===== src/rtl/uart_tx_sched.sv =====
`default_nettype none
// ============================================================================
//  Module      : uart_tx_sched
//  Description : Round-robin, message-locked scheduler and 8N1 serialiser
//                sharing one management UART TX pin between NREQ requesters.
//  Revision    : 1.0  initial release
// ============================================================================
module uart_tx_sched #(
    parameter int NREQ         = 4,
    parameter int DIV_W        = 16,
    parameter int HOLD_TIMEOUT = 64
) (
    input  logic                clock,
    input  logic                reset,
    input  logic                enable,
    input  logic [DIV_W-1:0]    clkdiv,
    input  logic [NREQ-1:0]     req_valid,
    input  logic [NREQ*8-1:0]   req_data,
    input  logic [NREQ-1:0]     req_last,
    output logic [NREQ-1:0]     req_ready,
    output logic [NREQ-1:0]     grant,
    output logic                busy,
    output logic                ser_tx
);

    localparam int c_IW = (NREQ > 1) ? $clog2(NREQ) : 1;
    localparam int c_HW = $clog2(HOLD_TIMEOUT + 1);

    localparam logic [c_IW-1:0] c_LAST_IDX  = c_IW'(NREQ - 1);
    localparam logic [c_HW-1:0] c_HOLD_LAST = c_HW'(HOLD_TIMEOUT - 1);

    localparam logic [2:0] c_ST_IDLE  = 3'd0;
    localparam logic [2:0] c_ST_START = 3'd1;
    localparam logic [2:0] c_ST_DATA  = 3'd2;
    localparam logic [2:0] c_ST_STOP  = 3'd3;
    localparam logic [2:0] c_ST_HOLD  = 3'd4;

    logic [2:0]       r_state;
    logic [2:0]       w_next_state;
    logic [c_IW-1:0]  r_owner;
    logic [c_IW-1:0]  r_rr_ptr;
    logic [NREQ-1:0]  r_grant;
    logic [7:0]       r_shift;
    logic             r_last;
    logic [DIV_W-1:0] r_div;
    logic [DIV_W-1:0] r_cnt;
    logic [2:0]       r_bit;
    logic [c_HW-1:0]  r_hold;

    logic [c_IW-1:0]  w_winner;
    logic             w_any_valid;
    logic             w_bit_end;
    logic             w_capture;
    logic             w_release;
    logic [c_IW-1:0]  w_cap_idx;
    logic [7:0]       w_cap_byte;
    logic [NREQ-1:0]  w_cap_onehot;

    assign w_bit_end    = (r_cnt == r_div);
    assign w_cap_byte   = req_data[{w_cap_idx, 3'b000} +: 8];
    assign w_cap_onehot = NREQ'(1) << w_cap_idx;

    // Round-robin search: first valid requester at or above the pointer, wrapping
    always_comb begin
        logic [c_IW:0] v_idx;
        v_idx       = '0;
        w_winner    = '0;
        w_any_valid = 1'b0;
        for (int k = 0; k < NREQ; k++) begin
            v_idx = {1'b0, r_rr_ptr} + (c_IW + 1)'(k);
            if (v_idx >= (c_IW + 1)'(NREQ)) begin
                v_idx = v_idx - (c_IW + 1)'(NREQ);
            end
            if (!w_any_valid && req_valid[v_idx[c_IW-1:0]]) begin
                w_any_valid = 1'b1;
                w_winner    = v_idx[c_IW-1:0];
            end
        end
    end

    // Next-state logic; capture and release decisions are made here
    always_comb begin
        w_next_state = r_state;
        w_capture    = 1'b0;
        w_release    = 1'b0;
        w_cap_idx    = r_owner;
        case (r_state)
            c_ST_IDLE: begin
                if (enable && w_any_valid) begin
                    w_capture    = 1'b1;
                    w_cap_idx    = w_winner;
                    w_next_state = c_ST_START;
                end
            end
            c_ST_START: begin
                if (w_bit_end) w_next_state = c_ST_DATA;
            end
            c_ST_DATA: begin
                if (w_bit_end && (r_bit == 3'd7)) w_next_state = c_ST_STOP;
            end
            c_ST_STOP: begin
                if (w_bit_end) begin
                    if (r_last || !enable) begin
                        w_release    = 1'b1;
                        w_next_state = c_ST_IDLE;
                    end else if (req_valid[r_owner]) begin
                        // Next byte of the message follows with no idle gap
                        w_capture    = 1'b1;
                        w_next_state = c_ST_START;
                    end else begin
                        w_next_state = c_ST_HOLD;
                    end
                end
            end
            c_ST_HOLD: begin
                if (!enable) begin
                    w_release    = 1'b1;
                    w_next_state = c_ST_IDLE;
                end else if (req_valid[r_owner]) begin
                    w_capture    = 1'b1;
                    w_next_state = c_ST_START;
                end else if (r_hold == c_HOLD_LAST) begin
                    w_release    = 1'b1;
                    w_next_state = c_ST_IDLE;
                end
            end
            default: w_next_state = c_ST_IDLE;
        endcase
    end

    // State register
    always_ff @(posedge clock or posedge reset) begin
        if (reset) r_state <= c_ST_IDLE;
        else       r_state <= w_next_state;
    end

    // Datapath: byte capture, baud counting, shifting, grant and pointer updates
    always_ff @(posedge clock or posedge reset) begin
        if (reset) begin
            r_owner  <= '0;
            r_rr_ptr <= '0;
            r_grant  <= '0;
            r_shift  <= '0;
            r_last   <= 1'b0;
            r_div    <= '0;
            r_cnt    <= '0;
            r_bit    <= '0;
            r_hold   <= '0;
        end else begin
            r_hold <= (r_state == c_ST_HOLD) ? r_hold + c_HW'(1) : '0;
            if (w_capture) begin
                // Divisor is frozen per byte so mid-frame changes cannot distort it
                r_owner <= w_cap_idx;
                r_grant <= w_cap_onehot;
                r_shift <= w_cap_byte;
                r_last  <= req_last[w_cap_idx];
                r_div   <= clkdiv;
                r_cnt   <= '0;
                r_bit   <= '0;
            end else begin
                if ((r_state == c_ST_START) || (r_state == c_ST_DATA) ||
                    (r_state == c_ST_STOP)) begin
                    r_cnt <= w_bit_end ? '0 : r_cnt + DIV_W'(1);
                end
                if ((r_state == c_ST_DATA) && w_bit_end) begin
                    r_shift <= {1'b0, r_shift[7:1]};
                    r_bit   <= r_bit + 3'd1;
                end
            end
            if (w_release) begin
                r_grant  <= '0;
                r_rr_ptr <= (r_owner == c_LAST_IDX) ? '0 : r_owner + c_IW'(1);
            end
        end
    end

    // Line level decoded from state so an async reset forces idle-high at once
    always_comb begin
        ser_tx = 1'b1;
        if (r_state == c_ST_START)     ser_tx = 1'b0;
        else if (r_state == c_ST_DATA) ser_tx = r_shift[0];
    end

    assign req_ready = (w_capture && !reset) ? w_cap_onehot : '0;
    assign grant     = r_grant;
    assign busy      = (r_state != c_ST_IDLE);

endmodule
`default_nettype wire

===== config.mk =====
export PLATFORM = sky130hd
export DESIGN_NAME = uart_tx_sched
export DESIGN_NICKNAME = d
export VERILOG_FILES = /design/src/rtl/uart_tx_sched.sv
export SDC_FILE = /design/constraint.sdc
export NUM_CORES = 1
export LEC_CHECK = 0
export ABC_AREA = 0
export CAP_MARGIN = 20
export CELL_PAD_IN_SITES_DETAIL_PLACEMENT = 0
export CELL_PAD_IN_SITES_GLOBAL_PLACEMENT = 2
export CORE_ASPECT_RATIO = 1.5
export CORE_MARGIN = 2
export CORE_UTILIZATION = 32
export DETAILED_ROUTE_END_ITERATION = 6
export GPL_TIMING_DRIVEN = 0
export HOLD_SLACK_MARGIN = 0.06
export PLACE_DENSITY = 0.76
export SETUP_SLACK_MARGIN = 0.15
export SLEW_MARGIN = 20
export SYNTH_ARGS = -nofsm -noshare
export SYNTH_HDL_FRONTEND = slang
export SYNTH_SLANG_ARGS = --single-unit

===== constraint.sdc =====
create_clock -name clock -period 2.45 [get_ports clock]
set_input_delay 0.49 -clock clock [delete_from_list [all_inputs] [get_ports clock]]
set_output_delay 0.49 -clock clock [all_outputs]
set_load 0.02 [all_outputs]

==> flow_results.org, run 1 <==
** Place
- The congestion estimate from routability-driven global placement came to roughly 0.78.
- IO buf count :: 68
- Placed standard-cell area :: 4600 sq um
- Placed cells :: 600
- The HPWL after detailed placement is roughly 7500 um.

** Clocking
- Cell chosen for the clock root :: sky130_fd_sc_hd__clkbuf_16
- Count of hold-fix buffers inserted at cts :: 0
- The H-tree generated during clock tree synthesis spans 3 levels.
- After clock tree synthesis, the clock-pin slew on the worst setup and hold paths is 60 ps.
- TritonCTS built the clock tree.
- The clock net in this run drives a total of a little over 60 sinks.
- The clock passes through at most 2 buffers.
- At the later pin of the worst-skew pair, clock insertion delay measures 330 ps.
- TritonCTS Buffers :: 9

** Worst setup path
- Setup slack on the worst reg-to-reg path comes out at 210 ps.
- STA classifies the critical path endpoint as a primary output.
- In this run the worst setup path begins at r_rr_ptr[1].
- Required @ worst endpoint :: slightly below 2000 ps
- For the worst flop-to-flop path, the logic depth is 9.
- The critical path in this run is classified as flop to primary output.
- Data arrival time at the worst-slack endpoint :: about 2200 ps
- Crit path launch type :: flop
- Reg-to-Reg Start :: r_rr_ptr[1]
- Largest fanout on the critical path :: 10
- Endpoint of the most critical register-to-register path :: r_shift[3]

** Finish
- Number of nets in the layout :: between 500 and 600
- Relative to the synthesized area, the layout overhead comes to 47.9%.
- Once layout is complete, the utilization of the core stands at roughly half.
- 0 antenna diodes ended up in the layout.
- Once layout is complete, the cells apart from fillers number about 650.
- Share of cells above drive strength 1 :: 23.6%
- Final cell area excluding filler cells :: between 5000 and 6000 sq um
- Count of filler cells inserted in the layout :: between 1000 and 1500

** Worst hold path
- Worst hold stages :: 1
- The startpoint identified for the worst hold timing path is r_hold[0].
- Class of the tightest hold or removal check :: flop to flop
- Hold EP :: r_hold[0]

** Drt
- For this block, the via count after detailed routing is 3236.
- After detailed routing, the average wire length per cell comes to 16.4 um.
- The pre-antenna-repair detailed-routing pass consisted of 4 iterations.
- Wire length reported by the detailed router :: 10600 um
- The detail route stage leaves a number of antenna-violating nets equal to 0.
- In this run, the number of DRC markers left after iteration 0 of detailed routing was between 100 and 150.
- Post-route DRC :: 0
- Via-per-instance ratio :: roughly 5.0

** Timing
- Max-Slew Margin vs Limit :: approximately half
- Final period util :: 108%
- Post-Route Skew :: a little over 9 ps
- After layout, the worst setup slack is -188 ps.
- Setup repair after global routing could not meet its margin everywhere.
- Based on the critical path, the design can be clocked at up to 379 MHz.
- Final count of hold timing violations :: 0
- At the pin with the least slew margin, the transition time is between 700 and 800 ps.
- Final setup fails :: 4
- Final critical delay including setup and external delays :: between 2000 and 3000 ps
- The number of max-slew violations in the final report came to 0.
- WHS :: slightly below 500 ps

** Run status
- Failing checks :: setup timing
- Outcome :: finished with violations

** Synthesis
- Post-synth EDFFs :: 0
- Syn Nets :: around 450
- Library cell occupying the most area in the post-synthesis netlist :: sky130_fd_sc_hd__dfrtp_1
- Synthesis instantiated 62 different standard cells from the library.
- Mapped Area :: 3610 sq um
- Of all flip-flops after synthesis, the portion carrying an async set or reset was 100%.
- sky130_fd_sc_hd__nand2_1 is the most common cell in the netlist.
- Yosys Warn Count :: 0
- For this run, the leading register cell type out of synthesis is sky130_fd_sc_hd__dfrtp_1.
- Top-area cell type share of the netlist area :: 42.9%
- Yosys reg bits :: between 60 and 70
- Mean instance size in the synthesized netlist :: around 9.4 sq um
- After synthesis, flip-flops and latches occupy a little over two fifths of the total area.
- Synthesis produced 384 cells.
- Top cell types by occurrence after synthesis :: 76 x sky130_fd_sc_hd__nand2_1, 62 x sky130_fd_sc_hd__dfrtp_1, 24 x sky130_fd_sc_hd__nor2_1, 22 x sky130_fd_sc_hd__mux2i_1, 20 x sky130_fd_sc_hd__a21oi_1
- Sorting the synthesized cells by area gives the leading types as sky130_fd_sc_hd__dfrtp_1 43%, sky130_fd_sc_hd__nand2_1 7.9%, sky130_fd_sc_hd__mux2i_1 6.1%, sky130_fd_sc_hd__xnor2_1 4.4%, sky130_fd_sc_hd__a21oi_1 2.8%.

** Floorplan
- just under 70 I/O pins were placed.
- The total area inside the core boundary comes to roughly 11000 sq um.
- DIE HEIGHT :: around 130 um
- The die covers approximately 12000 sq um.
- The die is about 91 um wide.
- The floorplan has 47 rows.
- Starting density of the core :: between 30% and 40%

** Flow run
- Max-cap violations in this run came to 0.

** GRT
- Via count of the first global-routing pass :: 3398
- Wire length of the first global-routing pass :: approximately 17000 um
- The total overflow left after global routing is 0.
- The number of antenna violations at the first check in global routing was 0.
- All-Layer GR Usage :: a little under a fifth
- Maximum number of pins on one net before global-route repair :: 55

** Power
- Maximum vdd ir drop :: approximately 360 uV
- Static leakage power :: between 2 and 2.5 nW
- Pwr Total :: ~0.0036 W
- Power spread over the standard cell area amounts to around 660 nW/um^2.
[cell type report]
| class | count | area [sq um] | share of cell area (%) |
|---|---|---|---|
| multi-input combinational | 295 | 2140 | 40.0 |
| clock buffer | 11 | 253 | 4.73 |
| inverter | 8 | 40.0 | 0.749 |
| buffer | 19 | 185 | 3.46 |
| tap | 147 | 184 | 3.44 |
| clock inverter | 4 | 22.5 | 0.421 |
| sequential | 62 | 1560 | 29.1 |
| timing repair buffer | 100 | 966 | 18.1 |
[sequential cells by signal (all words and copies together), names as in the netlist]
register  flops
r_state       3
r_shift       8
r_bit         3
r_cnt        16
r_last        1
r_rr_ptr      2
r_hold        7
r_owner       2
r_div        16
grant         4
[worst max-delay path, cell delays in order, from the launching register on]
cell	delay, ps
sky130_fd_sc_hd__dfrtp_1	470
sky130_fd_sc_hd__inv_1	90
sky130_fd_sc_hd__a221oi_2	360
sky130_fd_sc_hd__a41oi_4	210
sky130_fd_sc_hd__buf_6	160
sky130_fd_sc_hd__buf_6	140
sky130_fd_sc_hd__nor4_4	210
sky130_fd_sc_hd__buf_4	180
[cell families after synthesis]
| group | Yosys count | synth area share [%] |
|---|---|---|
| buffers and inverters | 27 | 4.19 |
| AO/OA/AOI/OAI | 80 | 16.6 |
| multiplexers | 25 | 7.34 |
| XOR/XNOR | 24 | 5.82 |
| flip-flops | 62 | 42.9 |
| AND/OR/NAND/NOR | 161 | 21.4 |
| adder cells (fa/ha/maj) | 5 | 1.73 |
[stage by stage]
stage                     worst slack (ps)  TNS (ps)
after floorplan                       50.5         0
after global placement               -1290    -93720
after detailed placement             -1290    -26390
after CTS                             -206      -792
after global routing                  -315     -1250
final                                 -188      -713
[timing repair]
item	4_1_cts	5_1_grt
buffers inserted	17	14
pin swaps	18	17
setup endpoints to repair	57	39
resized for setup	70	45
cloned	0	0
[where the power goes]
part | internal [W] | switching (W) | total [W] | leakage [nW]
sequential | 0.00120 | 0.000163 | 0.00136 | 0.785
clock | 0.000727 | 0.000446 | 0.00117 | 0.137
combinational | 0.000558 | 0.000456 | 0.00101 | 1.40
total | 0.00249 | 0.00106 | 0.00355 | 2.33
[worst max-delay path by stage]
stage	end	cells after the start
5_1_grt	req_ready[2]	8
4_1_cts	req_ready[3]	7
2_1_floorplan	req_ready[1]	6
6_report	req_ready[3]	7
3_3_place_gp	req_ready[1]	8
3_5_place_dp	req_ready[1]	8
[cells in the final DEF, fill, tap and decap left out, types with 10 or more instances in the layout]
| cell type | instances |
|---|---|
| sky130_fd_sc_hd__nand2_1 | 75 |
| sky130_fd_sc_hd__a21oi_1 | 17 |
| sky130_fd_sc_hd__buf_4 | 33 |
| sky130_fd_sc_hd__o21ai_0 | 10 |
| sky130_fd_sc_hd__nor2_1 | 23 |
| sky130_fd_sc_hd__xnor2_1 | 14 |
| sky130_fd_sc_hd__buf_6 | 12 |
| sky130_fd_sc_hd__mux2i_1 | 21 |
| sky130_fd_sc_hd__dfrtp_1 | 59 |
| sky130_fd_sc_hd__nand3_1 | 11 |
| sky130_fd_sc_hd__clkdlybuf4s50_1 | 57 |
[layer usage]
layer,GRT usage (%),part of all wire (%),vias to the layer above
li1,-,-,1585
met1,19.3,39,1567
met2,34.8,56,79
met3,4.33,4.2,5
met4,5.05,1.0,0
met5,0,0,-
Note: power is estimated with default switching activity, not from simulation.
==> run 2, diff against run 1 <==
--- a/config.mk
+++ b/config.mk
@@ -6,16 +6,17 @@
 export NUM_CORES = 1
 export LEC_CHECK = 0
 export ABC_AREA = 0
-export CAP_MARGIN = 20
 export CELL_PAD_IN_SITES_DETAIL_PLACEMENT = 0
 export CELL_PAD_IN_SITES_GLOBAL_PLACEMENT = 2
 export CORE_ASPECT_RATIO = 1.5
 export CORE_MARGIN = 2
-export CORE_UTILIZATION = 32
+export CORE_UTILIZATION = 33
+export CTS_BUF_LIST = sky130_fd_sc_hd__clkbuf_4
 export DETAILED_ROUTE_END_ITERATION = 6
+export GPL_ROUTABILITY_DRIVEN = 0
 export GPL_TIMING_DRIVEN = 0
 export HOLD_SLACK_MARGIN = 0.06
-export PLACE_DENSITY = 0.76
+export PLACE_DENSITY = 0.78
 export SETUP_SLACK_MARGIN = 0.15
 export SLEW_MARGIN = 20
 export SYNTH_ARGS = -nofsm -noshare
==> flow_results.org, run 2 (same netlist as run 1, synthesis figures left out) <==
** Worst setup path
- Worst Reg2Reg Path Length in Cells :: 10 (+1)
- Crit path launch type :: flop
- Reg-to-Reg Start :: r_cnt[6]
- The data arrival at the endpoint of the critical path was 2250 ps (+100 ps).
- Element type at the critical path end :: primary output
- The data required time of the critical path was 1960 ps (about the same).
- The top fanout value on the critical path came to 5 (-5).
- Setup Crit Path Kind :: flop to primary output
- Register-to-Register Setup Slack :: 130 ps (-80 ps)
- Endpoint of the most critical register-to-register path :: r_rr_ptr[1]

** Power
- Reported net switching power :: 0.000987 W (-7.3%)
- The internal power consumption is 0.00196 W (-21%).
- The switching part of the total power came to 33.5% (+3.5 points).
- Static leakage power :: 2.22 nW (-4.6%)
- Power density relative to cell area :: 572 nW/um^2 (-14%)
- Clk pwr share :: 20.8% (-12 points)
- The worst-case vdd ir drop is 228 uV (-37%).
- The logic gate share of total power came to 33.0% (+4.5 points).
- The sequential power share came to 46.3% (+7.9 points).

** Timing
- RSZ-0062 raised after global routing :: yes
- The post-layout minimum cycle time is 2740 ps (+101 ps).
- The final setup violation count was 4 (unchanged).
- Final period util :: 112% (+4.1 points)
- The slew at the pin closest to its max-slew limit came to 686 ps (-79.8 ps).
- The peak clock frequency supported by timing is 365 MHz (-3.7%).
- The hold slack came to 497 ps (+9.62 ps).
- Max-slew violation count :: 0 (unchanged)
- Final critical-path setup slack :: -289 ps (-101 ps)
- The setup skew after layout is 24.1 ps (+14.9 ps).
- The final sum of negative setup slack was -1150 ps (-435 ps).
- Max-Slew Margin vs Limit :: 54.1% (+5.3 points)
- Final count of hold timing violations :: 0 (unchanged)

** Clocking
- The clock buffer count from CTS is 9 (unchanged).
- TritonCTS built the clock tree.
- The number of H-tree levels is 3 (unchanged).
- CTS max path bufs :: 2 (unchanged)
- The clock insertion delay at the later pin of the skew report came to 430 ps (+100 ps).
- Clock tree synthesis selected as its root buffer the cell sky130_fd_sc_hd__clkbuf_4.
- The clock-pin slew reported for the worst setup and hold paths after clock tree synthesis is 120 ps (+60 ps).
- The number of clock sinks is 62 (unchanged).

** Finish
- The share of cells above drive strength 1 is 23.6% (-0.094 points).
- The largest registers in the layout are r_cnt (16), r_div (16), r_shift (8).
- Leading cell types in the layout, fill and taps excluded :: 75 x sky130_fd_sc_hd__nand2_1, 57 x sky130_fd_sc_hd__clkdlybuf4s50_1, 56 x sky130_fd_sc_hd__dfrtp_1
- Synth-to-Final Area Change :: 42.5%
- Most common library cell in the layout ignoring fill and taps :: sky130_fd_sc_hd__nand2_1
- The number of fillers in the final layout is 1049 (-6.0%).
- Finished Core Util :: 48.4% (about the same)
- Number of nets in the layout :: 560 (+0.18%)

** Floorplan
- The area enclosed by the die boundary was 11800 sq um (-2.9%).
- The site row count is 46 (-2.1%).
- The height of the die is 132 um (-1.5%).
- The placeable core region came to 10600 sq um (-3.7%).
- The initial core utilization is 33.9% (+1.3 points).
- Horiz. Die Dim :: 89.5 um (-1.5%)
- The number of primary I/O pins is 69 (unchanged).

** Drt
- Via-per-instance ratio :: 5.04 (+0.68%)
- The vias after detailed routing was 3258 (+0.68%).
- Wire length reported by the detailed router :: 10300 um (-2.6%)
- Number of routed nets with antenna violations :: 0 (unchanged)
- Routed WL per cell :: 16.0 um (-2.6%)
- The number of remaining DRC errors came to 0 (unchanged).
- Number of DRC markers in iteration 0 :: 103 (-7.2%)
- The length of the first detailed-routing pass in iterations came to 4 (unchanged).

** Place
- Detail Placement HPWL :: 7450 um (-0.96%)
- IO buf count :: 68 (unchanged)
- The pre-CTS setup slack was -1270 ps (+20.2 ps).

** GRT
- The via count of the first global-routing pass was 3288 (-3.2%).
- Antenna violations before repair :: 1 (+1)
- All-Layer GR Usage :: 18.1% (+0.084 points)
- The global-route wire length before repair came to 16300 um (-4.9%).
- Overflow after GRT :: 0 (unchanged)
- The pin count of the biggest net entering global routing was 54 (-1.8%).

** Flow run
- The max-capacitance violation count was 0 (unchanged).

** Run status
- Failing checks :: setup timing
- Outcome :: finished with violations

** Worst hold path
- Worst hold stages :: 2 (+1)
- The startpoint identified for the worst hold timing path is r_div[3].
- The path class of the tightest hold or removal check is flop to flop.
- Hold EP :: r_div[3]
==> run 2: per-layer routing <==
layer	wire length [um]	GRT usage, %
met1	4010	19.9
met2	5860	33.2
met5	0	0
met4	113	6.14
met3	359	3.94
==> run 2: area by class of cell <==
class                           instances  area [sq um]  share of cell area, %
Timing Repair Buffer                  101           962                   18.7
Clock inverter                          5          26.3                  0.510
Antenna cell                            1          2.50                 0.0486
Sequential cell                        62          1560                   30.3
Clock buffer                           11          82.6                   1.60
Buffer                                 19           184                   3.57
Multi-Input combinational cell        295          2110                   41.0
Tap cell                              144           180                   3.50
Inverter                                8          40.0                  0.777
==> run 2: stage by stage <==
step | total power (W) | std cells | cell area (sq um)
global placement | 0.00218 | 596 | 4560
finish | 0.00295 | 646 | 5150
global route | 0.00314 | 646 | 5150
CTS | 0.00289 | 628 | 4930
floorplan | 0.00190 | 384 | 3700
detailed placement | 0.00220 | 597 | 4590
==> run 2: power groups by stage <==
stage | sequential (W) | combinational, W | clock, W
detailed placement | 0.00139 | 0.000807 | 0
global placement | 0.00139 | 0.000790 | 0
global route | 0.00139 | 0.00107 | 0.000676
floorplan | 0.00135 | 0.000551 | 0
CTS | 0.00138 | 0.000881 | 0.000637
finish | 0.00136 | 0.000971 | 0.000612
==> run 2: timing repair <==
action | in CTS | in global routing
pin swaps | 13 | 12
setup buffers | 15 | 17
gates resized for setup | 59 | 44
hold buffers | 0 | 0
endpoints found under the setup margin | 52 | 41
==> run 2: worst max path at each step <==
stage                              end  slack, ps         start
after detailed placement  req_ready[1]      -1270  req_valid[0]
final                     req_ready[3]       -290      r_cnt[6]
after global placement    req_ready[1]      -1280  req_valid[0]
after CTS                 req_ready[3]       -370      r_cnt[6]
after global routing      req_ready[0]       -450      r_cnt[6]
after floorplan           req_ready[1]         50  req_valid[0]
==> run 2: worst max-delay path, cell delays in order, from the launching register on <==
cell,delay (ps)
sky130_fd_sc_hd__dfrtp_1,390
sky130_fd_sc_hd__buf_6,120
sky130_fd_sc_hd__xnor2_2,140
sky130_fd_sc_hd__nand4_1,170
sky130_fd_sc_hd__nor4_4,390
sky130_fd_sc_hd__a31oi_4,150
sky130_fd_sc_hd__buf_12,160
sky130_fd_sc_hd__nor4_4,120
sky130_fd_sc_hd__buf_4,180
==> run 3, diff against run 2 <==
--- a/config.mk
+++ b/config.mk
@@ -16,7 +16,7 @@
 export GPL_ROUTABILITY_DRIVEN = 0
 export GPL_TIMING_DRIVEN = 0
 export HOLD_SLACK_MARGIN = 0.06
-export PLACE_DENSITY = 0.78
+export PLACE_DENSITY_LB_ADDON = 0.2
 export SETUP_SLACK_MARGIN = 0.15
 export SLEW_MARGIN = 20
 export SYNTH_ARGS = -nofsm -noshare
==> flow_results.org, run 3 (same netlist as run 1, synthesis figures left out) <==
** Clocking
- TritonCTS Buffers :: 9 (unchanged)
- The number of clock sinks came to 62 (unchanged).
- The maximum buffer depth of the clock tree is 2 (unchanged).
- The clock insertion delay at the later pin of the skew report was 410 ps (-20 ps).
- The cell sitting at the root of the clock tree is a sky130_fd_sc_hd__clkbuf_4.
- The number of H-tree levels was 3 (unchanged).
- Count of hold-fix buffers inserted at cts :: 0 (unchanged)
- Clk slew on worst S/H paths :: 90 ps (-30 ps)
- TritonCTS clock tree :: done

** Timing
- The final setup slack of the worst path is -350 ps (-60.7 ps).
- RSZ-0062 raised after global routing :: yes
- Post-Route Skew :: 19.0 ps (-5.10 ps)
- Pin slew with the least headroom to its limit :: 733 ps (+47.2 ps)
- Max-slew violation count :: 0 (unchanged)
- Maximum achievable frequency :: 357 MHz (-2.2%)
- The final hold violation count came to 0 (unchanged).
- The post-layout minimum cycle time is 2800 ps (+60.7 ps).
- Max-Slew Margin vs Limit :: 51.0% (-3.2 points)
- Final period util :: 114% (+2.5 points)
- The hold slack is 496 ps (-0.341 ps).
- Final setup fails :: 4 (unchanged)

** Run status
- The checks that failed: setup timing.
- Outcome :: finished with violations

** GRT
- Maximum number of pins on one net before global-route repair :: 40 (-26%)
- All-Layer GR Usage :: 18.0% (-0.11 points)
- The global-route wire length before repair came to 16600 um (+2.0%).
- The number of antenna violations at the first check in global routing is 1 (unchanged).
- The total overflow reported by the global router was 0 (unchanged).
- The via count of the first global-routing pass was 3446 (+4.8%).

** Finish
- The largest registers in the layout are r_cnt (16), r_div (16), r_shift (8).
- Synth-to-Final Area Change :: 40.2%
- Most common library cell in the layout ignoring fill and taps :: sky130_fd_sc_hd__nand2_1
- Number of standard cells in the layout, taps in and fillers out :: 637 (-1.4%)
- The final-stage net count came to 552 (-1.4%).
- The share of cells above drive strength 1 is 22.4% (-1.2 points).
- Leading cell types in the layout, fill and taps excluded :: 75 x sky130_fd_sc_hd__nand2_1, 57 x sky130_fd_sc_hd__clkdlybuf4s50_1, 55 x sky130_fd_sc_hd__dfrtp_1

** Place
- The count of input and output buffers is 68 (unchanged).
- Placed cells :: 597 (unchanged)
- Pre-CTS WS :: -1280 ps (-4.68 ps)
- Detail Placement HPWL :: 7140 um (-4.2%)

** Floorplan
- The initial core utilization came to 33.9% (unchanged).
- The area enclosed by the die boundary came to 11800 sq um (unchanged).
- Core region area :: 10600 sq um (unchanged)
- Horiz. Die Dim :: 89.5 um (unchanged)
- The number of primary I/O pins was 69 (unchanged).
- The height of the die is 132 um (unchanged).
- The site row count is 46 (unchanged).

** Power
- Relative contribution of sequential cells to total power :: 47.2% (+0.9 points)
- The worst-case vdd ir drop came to 281 uV (+23%).
- Pint :: 0.00192 W (-2.0%)
- Combinational fraction of design power :: 33.2% (+0.2 points)
- Reported net switching power :: 0.000988 W (about the same)
- The power per unit of standard cell area was 574 nW/um^2 (+0.36%).
- Switching power share of the total :: 34.0% (+0.47 points)
- The total power draw was 0.00291 W (-1.3%).
- Static leakage power :: 2.17 nW (-2.2%)
- Clk pwr share :: 19.6% (-1.2 points)

** Drt
- Count of TritonRoute iterations in the first routing pass :: 6 (+2)
- Via-per-instance ratio :: 5.07 (+0.54%)
- Detailed-route via count :: 3230 (-0.86%)
- The number of remaining DRC errors was 0 (unchanged).
- Routed WL per cell :: 15.6 um (-2.4%)
- The remaining antenna violation count after routing came to 0 (unchanged).
- Number of DRC markers in iteration 0 :: 111 (+7.8%)
- The wire length reported by the detailed router is 9950 um (-3.8%).

** Worst setup path
- Data arrival time at the worst-slack endpoint :: 2310 ps (+60 ps)
- Longest individual stage delay on the worst path :: 500 ps (+110 ps)
- The minimum setup slack among reg-to-reg paths was 240 ps (+110 ps).
- Ordered list of cells on the worst path :: dlygate4sd2_1, o41a_1, a21boi_2, a41oi_4, buf_6, buf_8, nor4_4, buf_4
- Worst path bufs/invs :: 4 (+1)
- The startpoint identified for the worst register-to-register timing path is r_cnt[7].
- Cell family contributing the most delay on the critical path :: buffers and inverters
- The top fanout value on the critical path came to 6 (+1).
- The data required time of the critical path was 1960 ps (about the same).
- For this design, the slowest cell found on the critical path is sky130_fd_sc_hd__o41a_1.
- The critical path in this run is classified as input pin to primary output.
- The most critical setup path has its startpoint at req_valid[0].
- The worst setup path is captured at a primary output.
- Crit path launch type :: input pin

** Worst hold path
- The startpoint identified for the worst hold timing path is r_div[13].
- Class of the tightest hold or removal check :: flop to flop

** Flow run
- MaxCap Viol Count :: 0 (unchanged)
## run 3: stage by stage
stage / utilization (%) / instance area (sq um) / TNS, ps
finish: 47.6 / 5070 / -1290
detailed placement: 43.1 / 4590 / -24220
global placement: 42.9 / 4560 / -94900
global route: 47.6 / 5070 / -1700
floorplan: - / 3700 / 0
CTS: 46.3 / 4930 / -1210
## run 3: worst register-to-register path, cell delays in order (launching register included)
cell and delay [ps]:
sky130_fd_sc_hd__dfrtp_1 380, sky130_fd_sc_hd__buf_6 140, sky130_fd_sc_hd__xnor2_2 130, sky130_fd_sc_hd__nand4_1 120, sky130_fd_sc_hd__nor4_4 60, sky130_fd_sc_hd__buf_4 150, sky130_fd_sc_hd__buf_4 160, sky130_fd_sc_hd__or2_0 190
sky130_fd_sc_hd__buf_2 170, sky130_fd_sc_hd__or4_4 530, sky130_fd_sc_hd__a21oi_2 140
## run 3: what timing repair did
| action | in CTS | in global routing |
|---|---|---|
| setup endpoints to repair | 48 | 19 |
| cloned | 0 | 0 |
| resized for setup | 63 | 33 |
| buffers inserted | 18 | 6 |
| pin swaps | 15 | 7 |
## run 3: final timing paths
path,to,cells past startpoint
setup / recovery,req_ready[2],8
hold / removal,r_div[13],2
setup reg to reg,r_cnt[8],10
hold reg to reg,r_div[13],2
max in group asynchronous,r_shift[1],3
min in group asynchronous,grant[2],2
## run 3: area by class of cell
cell class | instances | area [sq um]
fillers | 1045 | 5580
well taps | 144 | 180
inverters | 8 | 40.0
diodes | 1 | 2.50
clock inverters | 6 | 30.0
flip-flops and latches | 62 | 1560
repair buffers | 93 | 891
clock buffers | 9 | 67.6
plain buffers | 19 | 190
multi-input cells | 295 | 2100
## run 3: metal layers
layer / part of all wire (%) / global-route usage [%] / vias up
met5: 0 / 0 / -
li1: - / - / 1579
met4: 1.8 / 6.55 / 0
met2: 55 / 32.4 / 75
met3: 3.8 / 3.82 / 17
met1: 39 / 20.1 / 1559
## run 3: power groups by stage
| stage | clock network, W | logic [W] | registers (W) |
|---|---|---|---|
| global route | 0.000645 | 0.00107 | 0.00140 |
| detailed placement | 0 | 0.000796 | 0.00140 |
| global placement | 0 | 0.000778 | 0.00140 |
| floorplan | 0 | 0.000551 | 0.00135 |
| CTS | 0.000598 | 0.000911 | 0.00138 |
| finish | 0.000570 | 0.000965 | 0.00137 |
